[src/rtl/instr_stream_sequencer.sv]
// Program store plus slice-serial instruction issuer: words pc=0..len-1 leave MS slice
// first, one slice per cycle, each word occupying a fixed SLOT_CYCLES-cycle issue slot.
module instr_stream_sequencer #(
    parameter int INSTR_W     = 16,
    parameter int SLICE_W     = 8,
    parameter int DEPTH       = 16,
    parameter int SLOT_CYCLES = 8,
    parameter bit LOOP        = 1'b0,
    parameter     INIT_FILE   = "",
    localparam int SLICES     = INSTR_W / SLICE_W,
    localparam int AW         = (DEPTH > 1) ? $clog2(DEPTH) : 1,
    localparam int SIW        = $clog2(SLICES) + 1
) (
    input  logic               CLK,
    input  logic               RESET,
    input  logic               start,
    input  logic [AW:0]        prog_len,
    input  logic               stall,
    input  logic               wr_en,
    input  logic [AW-1:0]      wr_addr,
    input  logic [INSTR_W-1:0] wr_data,
    output logic               out_valid,
    output logic [SLICE_W-1:0] out_slice,
    output logic [SIW-1:0]     slice_idx,
    output logic [AW-1:0]      pc,
    output logic               busy,
    output logic               done
);

    localparam int CW = (SLOT_CYCLES > 1) ? $clog2(SLOT_CYCLES) : 1;
    localparam logic [CW-1:0] LAST_SLICE = CW'(SLICES - 1);
    localparam logic [CW-1:0] LAST_CYC   = CW'(SLOT_CYCLES - 1);
    localparam logic [AW:0]   DEPTH_L    = (AW + 1)'(DEPTH);
    localparam bit            HAS_WAIT   = (SLOT_CYCLES > SLICES);

    typedef enum logic [1:0] {IDLE, EMIT, WAIT, DONE} state_t;

    state_t               state;
    logic [INSTR_W-1:0]   mem [DEPTH];
    logic [INSTR_W-1:0]   shreg;
    logic [CW-1:0]        slot_cnt;
    logic [AW-1:0]        last_pc;
    logic [AW-1:0]        pc_inc;
    logic [AW:0]          len_clamped;
    logic                 valid_reg;
    logic                 wr_in_range;
    logic                 slot_end;

    // Only a non power-of-two depth leaves addresses that must be dropped.
    if (DEPTH == (1 << AW)) begin : g_full
        assign wr_in_range = 1'b1;
    end else begin : g_part
        assign wr_in_range = (wr_addr < AW'(DEPTH));
    end

    // NOTE: program memory has no reset; RESET leaves its contents alone.
    always_ff @(posedge CLK) begin
        if (wr_en && wr_in_range) mem[wr_addr] <= wr_data;
    end

    assign pc_inc      = pc + 1'b1;
    assign len_clamped = (prog_len > DEPTH_L) ? DEPTH_L : prog_len;
    assign out_valid   = valid_reg & ~stall;

    // NOTE: every always_comb output gets a default first so no latch is inferred.
    always_comb begin
        slot_end = 1'b0;
        if (state == EMIT && !HAS_WAIT) slot_end = (slot_cnt == LAST_SLICE);
        else if (state == WAIT)         slot_end = (slot_cnt == LAST_CYC);
    end

    // NOTE: state uses non-blocking assignments; the end-of-slot block relies on a later
    // assignment in the same block overriding the per-state defaults above it.
    always_ff @(posedge CLK) begin
        if (RESET) begin
            state     <= IDLE;
            pc        <= '0;
            last_pc   <= '0;
            slot_cnt  <= '0;
            shreg     <= '0;
            out_slice <= '0;
            slice_idx <= '0;
            valid_reg <= 1'b0;
            busy      <= 1'b0;
            done      <= 1'b0;
        end else if (!stall) begin
            done      <= 1'b0;
            valid_reg <= 1'b0;
            case (state)
                IDLE: begin
                    if (start && prog_len != '0) begin
                        state    <= EMIT;
                        pc       <= '0;
                        last_pc  <= AW'(len_clamped - 1'b1);
                        slot_cnt <= '0;
                        shreg    <= mem[0];
                        busy     <= 1'b1;
                    end
                end
                EMIT: begin
                    valid_reg <= 1'b1;
                    out_slice <= shreg[INSTR_W-1 -: SLICE_W];
                    slice_idx <= SIW'(slot_cnt);
                    shreg     <= shreg << SLICE_W;
                    slot_cnt  <= slot_cnt + 1'b1;
                    if (HAS_WAIT && slot_cnt == LAST_SLICE) state <= WAIT;
                end
                WAIT: slot_cnt <= slot_cnt + 1'b1;
                DONE: begin
                    done  <= 1'b1;
                    state <= IDLE;
                    pc    <= '0;
                end
                default: state <= IDLE;
            endcase

            // The next word is latched at slot start, so later writes only hit later passes.
            if (slot_end) begin
                slot_cnt <= '0;
                if (pc != last_pc) begin
                    pc    <= pc_inc;
                    shreg <= mem[pc_inc];
                    state <= EMIT;
                end else if (LOOP) begin
                    pc    <= '0;
                    shreg <= mem[0];
                    state <= EMIT;
                end else begin
                    state <= DONE;
                    busy  <= 1'b0;
                end
            end
        end
    end

endmodule

[config.mk]
export PLATFORM = sky130hd
export DESIGN_NAME = instr_stream_sequencer
export DESIGN_NICKNAME = d
export VERILOG_FILES = /design/src/rtl/instr_stream_sequencer.sv
export SDC_FILE = /design/constraint.sdc
export NUM_CORES = 1
export LEC_CHECK = 0
export BUFFER_PORTS_ARGS = -buffer_cell sky130_fd_sc_hd__clkbuf_2
export CORE_ASPECT_RATIO = 1.4
export CORE_MARGIN = 4
export CORE_UTILIZATION = 30
export DETAILED_ROUTE_END_ITERATION = 12
export SYNTH_ARGS = -nofsm -noshare
export SYNTH_HDL_FRONTEND = slang
export SYNTH_SLANG_ARGS = --single-unit
export TNS_END_PERCENT = 5
[constraint.sdc]
create_clock -name CLK -period 3.7 [get_ports CLK]
set_input_delay 0.74 -clock CLK [delete_from_list [all_inputs] [get_ports CLK]]
set_output_delay 0.74 -clock CLK [all_outputs]
set_load 0.1 [all_outputs]
* Yosys cells after proc, flatten, opt, wreduce, memory -nomap -nowiden
Memories as Yosys holds them, arrays and structs flattened.
Index checks and enable logic that the tools add are counted.
** Storage, ports and cells
- Output and inout port bits :: 17
- Memories :: 1
- Bits in writable memories :: 256
- Input bits :: 30
- Logic and storage cells :: 61
- Register bits after elaboration :: 42
** Memory list
- mem :: depth 16, width 16, read ports 2, clocked after Yosys merged registers in 0, write ports 1, line 39 : logic [INSTR_W-1:0] mem [DEPTH];
** Operators by class
- Magnitude comparators :: 1
- Equal/unequal tests :: 8
- Bitwise gates (word level) :: 2
- Add/subtract/negate cells :: 3
- Multiplexer cells :: 26
- Reductions and logical operators :: 10
** Operator list (number)
- 16-bit two-way mux :: 3
- 16-bit case mux with 2 select lines :: 1
- 4-bit two-way mux :: 4
- 1-bit two-way mux :: 9
- 2-bit two-way mux :: 4
- 4-bit case mux with 2 select lines :: 1
- 3-bit two-way mux :: 2
- 2-bit case mux with 3 select lines :: 1
- 3-bit case mux with 2 select lines :: 1
- 3-bit AND reduction :: 2
- 5-bit > comparator, second input constant :: 1
- 5-bit nonzero test :: 1
- 4-bit by 1-bit adder with 4-bit output, second input constant :: 1
- 2-bit == test, second input constant :: 2
- 4-bit inequality test :: 1
- 4-bit AND reduction :: 1
- 4-bit nonzero test :: 1
- 4-bit by 1-bit subtractor with 4-bit output, second input constant :: 1
- 3-bit by 1-bit adder with 3-bit output, second input constant :: 1
- 3-bit by 1-bit == test with 1-bit output, second input constant :: 1
- 3-bit == test, second input constant :: 1
- 3-bit by 2-bit inequality test with 1-bit output, second input constant :: 1
- 3-bit inequality test, second input constant :: 1
- 3-bit nonzero test :: 1
- 7 further kinds :: 7

* Longest topological paths before layout
- Depth in word-level cells :: 6
- Depth in mapped cells :: 9
- Gate-level depth less buffers :: 8

* Least setup slack after synthesis
OpenSTA, ideal clock, no wires.
- Path kind :: input -> output
- Start point :: input stall
- End point :: output out_valid
- Path buffers :: 2
- Arrival time :: 2548 ps
- Required time :: 2960 ps
- Slack :: 412 ps
- Stages :: 3
- Path through :: clkbuf_1 clkbuf_1 nor2b_1
** On the way
- Longest elaborated chain between the ends :: 2
** RTL lines
- start, declared :: line 18 : input logic stall,
- 1-bit inverter (no source line)
- 1-bit AND :: line 63 : assign out_valid = valid_reg & ~stall;
- end, declared :: line 22 : output logic out_valid,
Every way passes these cells.

* Final worst setup path
- Start point :: register pc[1]
- End point :: register shreg[0]
** On the way
- Longest elaborated chain between the ends :: 4
- Elaborated cells on any way between the ends :: 5
** RTL lines
- start, declared :: line 25 : output logic [AW-1:0] pc,
- start signal, assigned :: line 121 : pc <= pc_inc;
- 4-bit by 1-bit adder with 4-bit output :: line 61 : assign pc_inc = pc + 1'b1;
- memory read 16 x 16 bit
- 16-bit two-way mux * :: line 120 : if (pc != last_pc) begin
- 16-bit two-way mux * :: line 118 : if (slot_end) begin
- end signal, assigned :: line 96 : shreg <= mem[0];
- end signal, assigned :: line 122 : shreg <= mem[pc_inc];
- end signal, assigned :: line 126 : shreg <= mem[0];
- end, declared :: line 40 : logic [INSTR_W-1:0] shreg;
Every way passes the cells marked *; elsewhere a longest branch is shown, timed or not.
A chain may end at the register's enable or synchronous reset.

==> run metrics <==
Clock Sinks 298; Seq cells post-synth just under 300; vias in the first global route approximately 6300; Antenna diodes 0; Hold Path Class in -> reg; area grow syn2layout 16.5%; max-cap viol count 0; PwrDens 510 nW/um^2; peak supply drop approximately 0.32 mV; Synth cell types 49; largest cells by area after synthesis edfxtp_1, mux4_2, dfxtp_1; status finished, final reports clean; Internal ~5.5 mW; met3 Track Usage GR 2.29%; Reg with most FFs mem; antenna-violating nets left 0; Commonest cells post-synth edfxtp_1, mux4_2, nand2_1, dfxtp_1, nor2_1; biggest regs mem: 256 flops, shreg: 16 flops, out_slice: 8 flops; 1st-iter DRT viols 388; peak fanout along the critical path 46; Via density slightly below 5; Post-Synthesis Cell Area 11800 sq um; HPWL Detailed 15.7 mm; CTS buffer count 28; Port Buffers 46; die area 42600 sq um; initial core utilization 30.5%; worst slew pin tran roughly 1.1 ns; Initial DRT Pass Iterations 4; area leader, netlist edfxtp_1; Clock Power Share 40.7%; Synth Area in Adders under 10%; net total in the final layout 738; Die H around 240 um; post-CTS setup buffer count 0; vias 5962; CTS root buffer clkbuf_16; CP startpoint kind register; core area 38600 sq um; gr busiest metal met2; met2 usage 20.7%; final wirelength around 26 mm; sw frac 21.4%; largest net degree at the start of global routing 47; final setup violation count 0; post-CTS sizing 0; YS warnings 0; Cells after Synth 626; met1 global-route usage 15.4%; final hold slack 0.422 ns; syn avg cell area roughly 19 sq um; Synth top area share approximately two thirds; WP data required 4.15 ns; Reg clk slew, reported paths 0.07 ns; Critical Path Sink Type register; clock latency at the later pin of the worst-skew pair 0.55 ns; Ports 47; Seq/Total Area, Yosys 72.3%; H-tree levels 1; Final min period 2.71 ns; mux contribution to synthesized area ~15%; maximum operating frequency 368 MHz; # hold bufs at CTS 0; CTS tree yes; top-count cell post-synth edfxtp_1; first-pass GRT wire length ~40 mm; FFs w/ async S/R, synth 0%; Routability Congestion 0.702; Comb pwr share between 5 and 6%; Arr. time, crit path 3.16 ns; GRT overflow 0; share of post-route cells with drive strength above 1 30.3%; gr usage total 12.1%; Post-synth EDFFs roughly 260; max reg flops approximately 260; Slew Limit Fails 0; drt wl/cell 20.7 um; Clock Tree Buf Depth 3; die width ~180 um; Switch Pwr 1.50 mW; setup tns final 0 ns; Clock Skews 0.0155 ns; leakage power 4.41 nW; # DRC 0; predominant post-synthesis flop cell edfxtp_1; max_slew headroom 26.5%; Tcrit/Tclk final 73.4%; Synth Area in Compound Gates 4.17%; RSZ-0062 raised after global routing no; initial antenna violation count 1; Simple-Gate Fraction of Synth Area 4.83%; Sequential Power Share between 50% and 60%; Mapped Nets 666; largest family of logic cells by synthesized area multiplexers; row count 85; Setup CP Type reg -> reg; Post-Synth XOR/XNOR Area less than 1%; endpoints failing hold 0
## through the flow
stage	util, %	total power [mW]	instances	area (sq um)	setup WS [ns]
detailed placement	33.2	4.23	1190	12800	0.931
finish	35.6	7.00	1242	13700	0.985
global route	35.6	7.27	1242	13700	0.739
global placement	33.2	4.22	1190	12800	0.950
floorplan	-	4.07	626	11800	0.412
CTS	35.6	7.08	1242	13700	0.927
## cells in the final DEF, fill, tap and decap left out, types with 5 or more instances in the layout
| cell type | synthesis | final |
|---|---|---|
| nor2_2 | 0 | 12 |
| edfxtp_1 | 256 | 256 |
| nand2b_1 | 7 | 7 |
| mux2i_1 | 6 | 6 |
| clkbuf_8 | 0 | 7 |
| nor3_2 | 2 | 6 |
| a22o_1 | 8 | 8 |
| nor2_1 | 34 | 22 |
| clkbuf_1 | 10 | 8 |
| buf_4 | 0 | 22 |
| dfxtp_1 | 42 | 41 |
| nand2_1 | 61 | 61 |
| a21oi_1 | 18 | 18 |
| ha_1 | 10 | 9 |
| xor2_1 | 6 | 5 |
| clkbuf_16 | 0 | 29 |
| a22oi_1 | 14 | 14 |
| mux4_2 | 75 | 75 |
| inv_1 | 6 | 6 |
| clkbuf_2 | 0 | 46 |
## worst max-delay path: stages (launching register included)
cell and delay (ns):
dfxtp_1 0.37, ha_4 0.79, buf_12 0.24, mux4_2 0.50, mux4_2 0.47, a22oi_1 0.15
nand2_1 0.07
## layout make-up
cell class                 count  area (sq um)
clock buffer                  44           852
clock inverter                 8          75.1
fill                        3606         24900
inverter                       6          22.5
multi-input combinational    294          3160
sequential                   298          8530
tap                          522           653
timing repair buffer          70           435
## metal layers
layer  up-vias  routed length [um]
met1      3088               10400
met5         -                  13
met2       145               13000
met3        51                1470
li1       2676                   -
met4         2                 742
## power groups by stage
stage	combinational, mW	sequential (mW)	clock (mW)
2_1_floorplan	0.217	3.86	0
3_5_place_dp	0.381	3.85	0
3_3_place_gp	0.374	3.85	0
6_report	0.378	3.78	2.85
5_1_grt	0.420	3.78	3.06
4_1_cts	0.382	3.78	2.92
## path summary, 6_finish.rpt
check,cells past startpoint,startpoint,slack [ns],endpoint
max,6,pc[1]$_SDFFE_PP0N_,0.99,shreg[0]$_SDFFE_PP0N_
min,2,prog_len[0],0.42,last_pc[0]$_SDFFE_PP0P_
max reg2reg,6,pc[1]$_SDFFE_PP0N_,0.99,shreg[0]$_SDFFE_PP0N_
min reg2reg,2,shreg[12]$_SDFFE_PP0N_,0.45,shreg[12]$_SDFFE_PP0N_
## cells by family after synthesis
family | after synthesis
multiplexers | 85
adder cells (fa/ha/maj) | 10
flip-flops | 298
AND/OR/NAND/NOR | 126
XOR/XNOR | 8
AO/OA/AOI/OAI | 65
buffers and inverters | 34
Note: power is estimated with default switching activity, not from simulation.
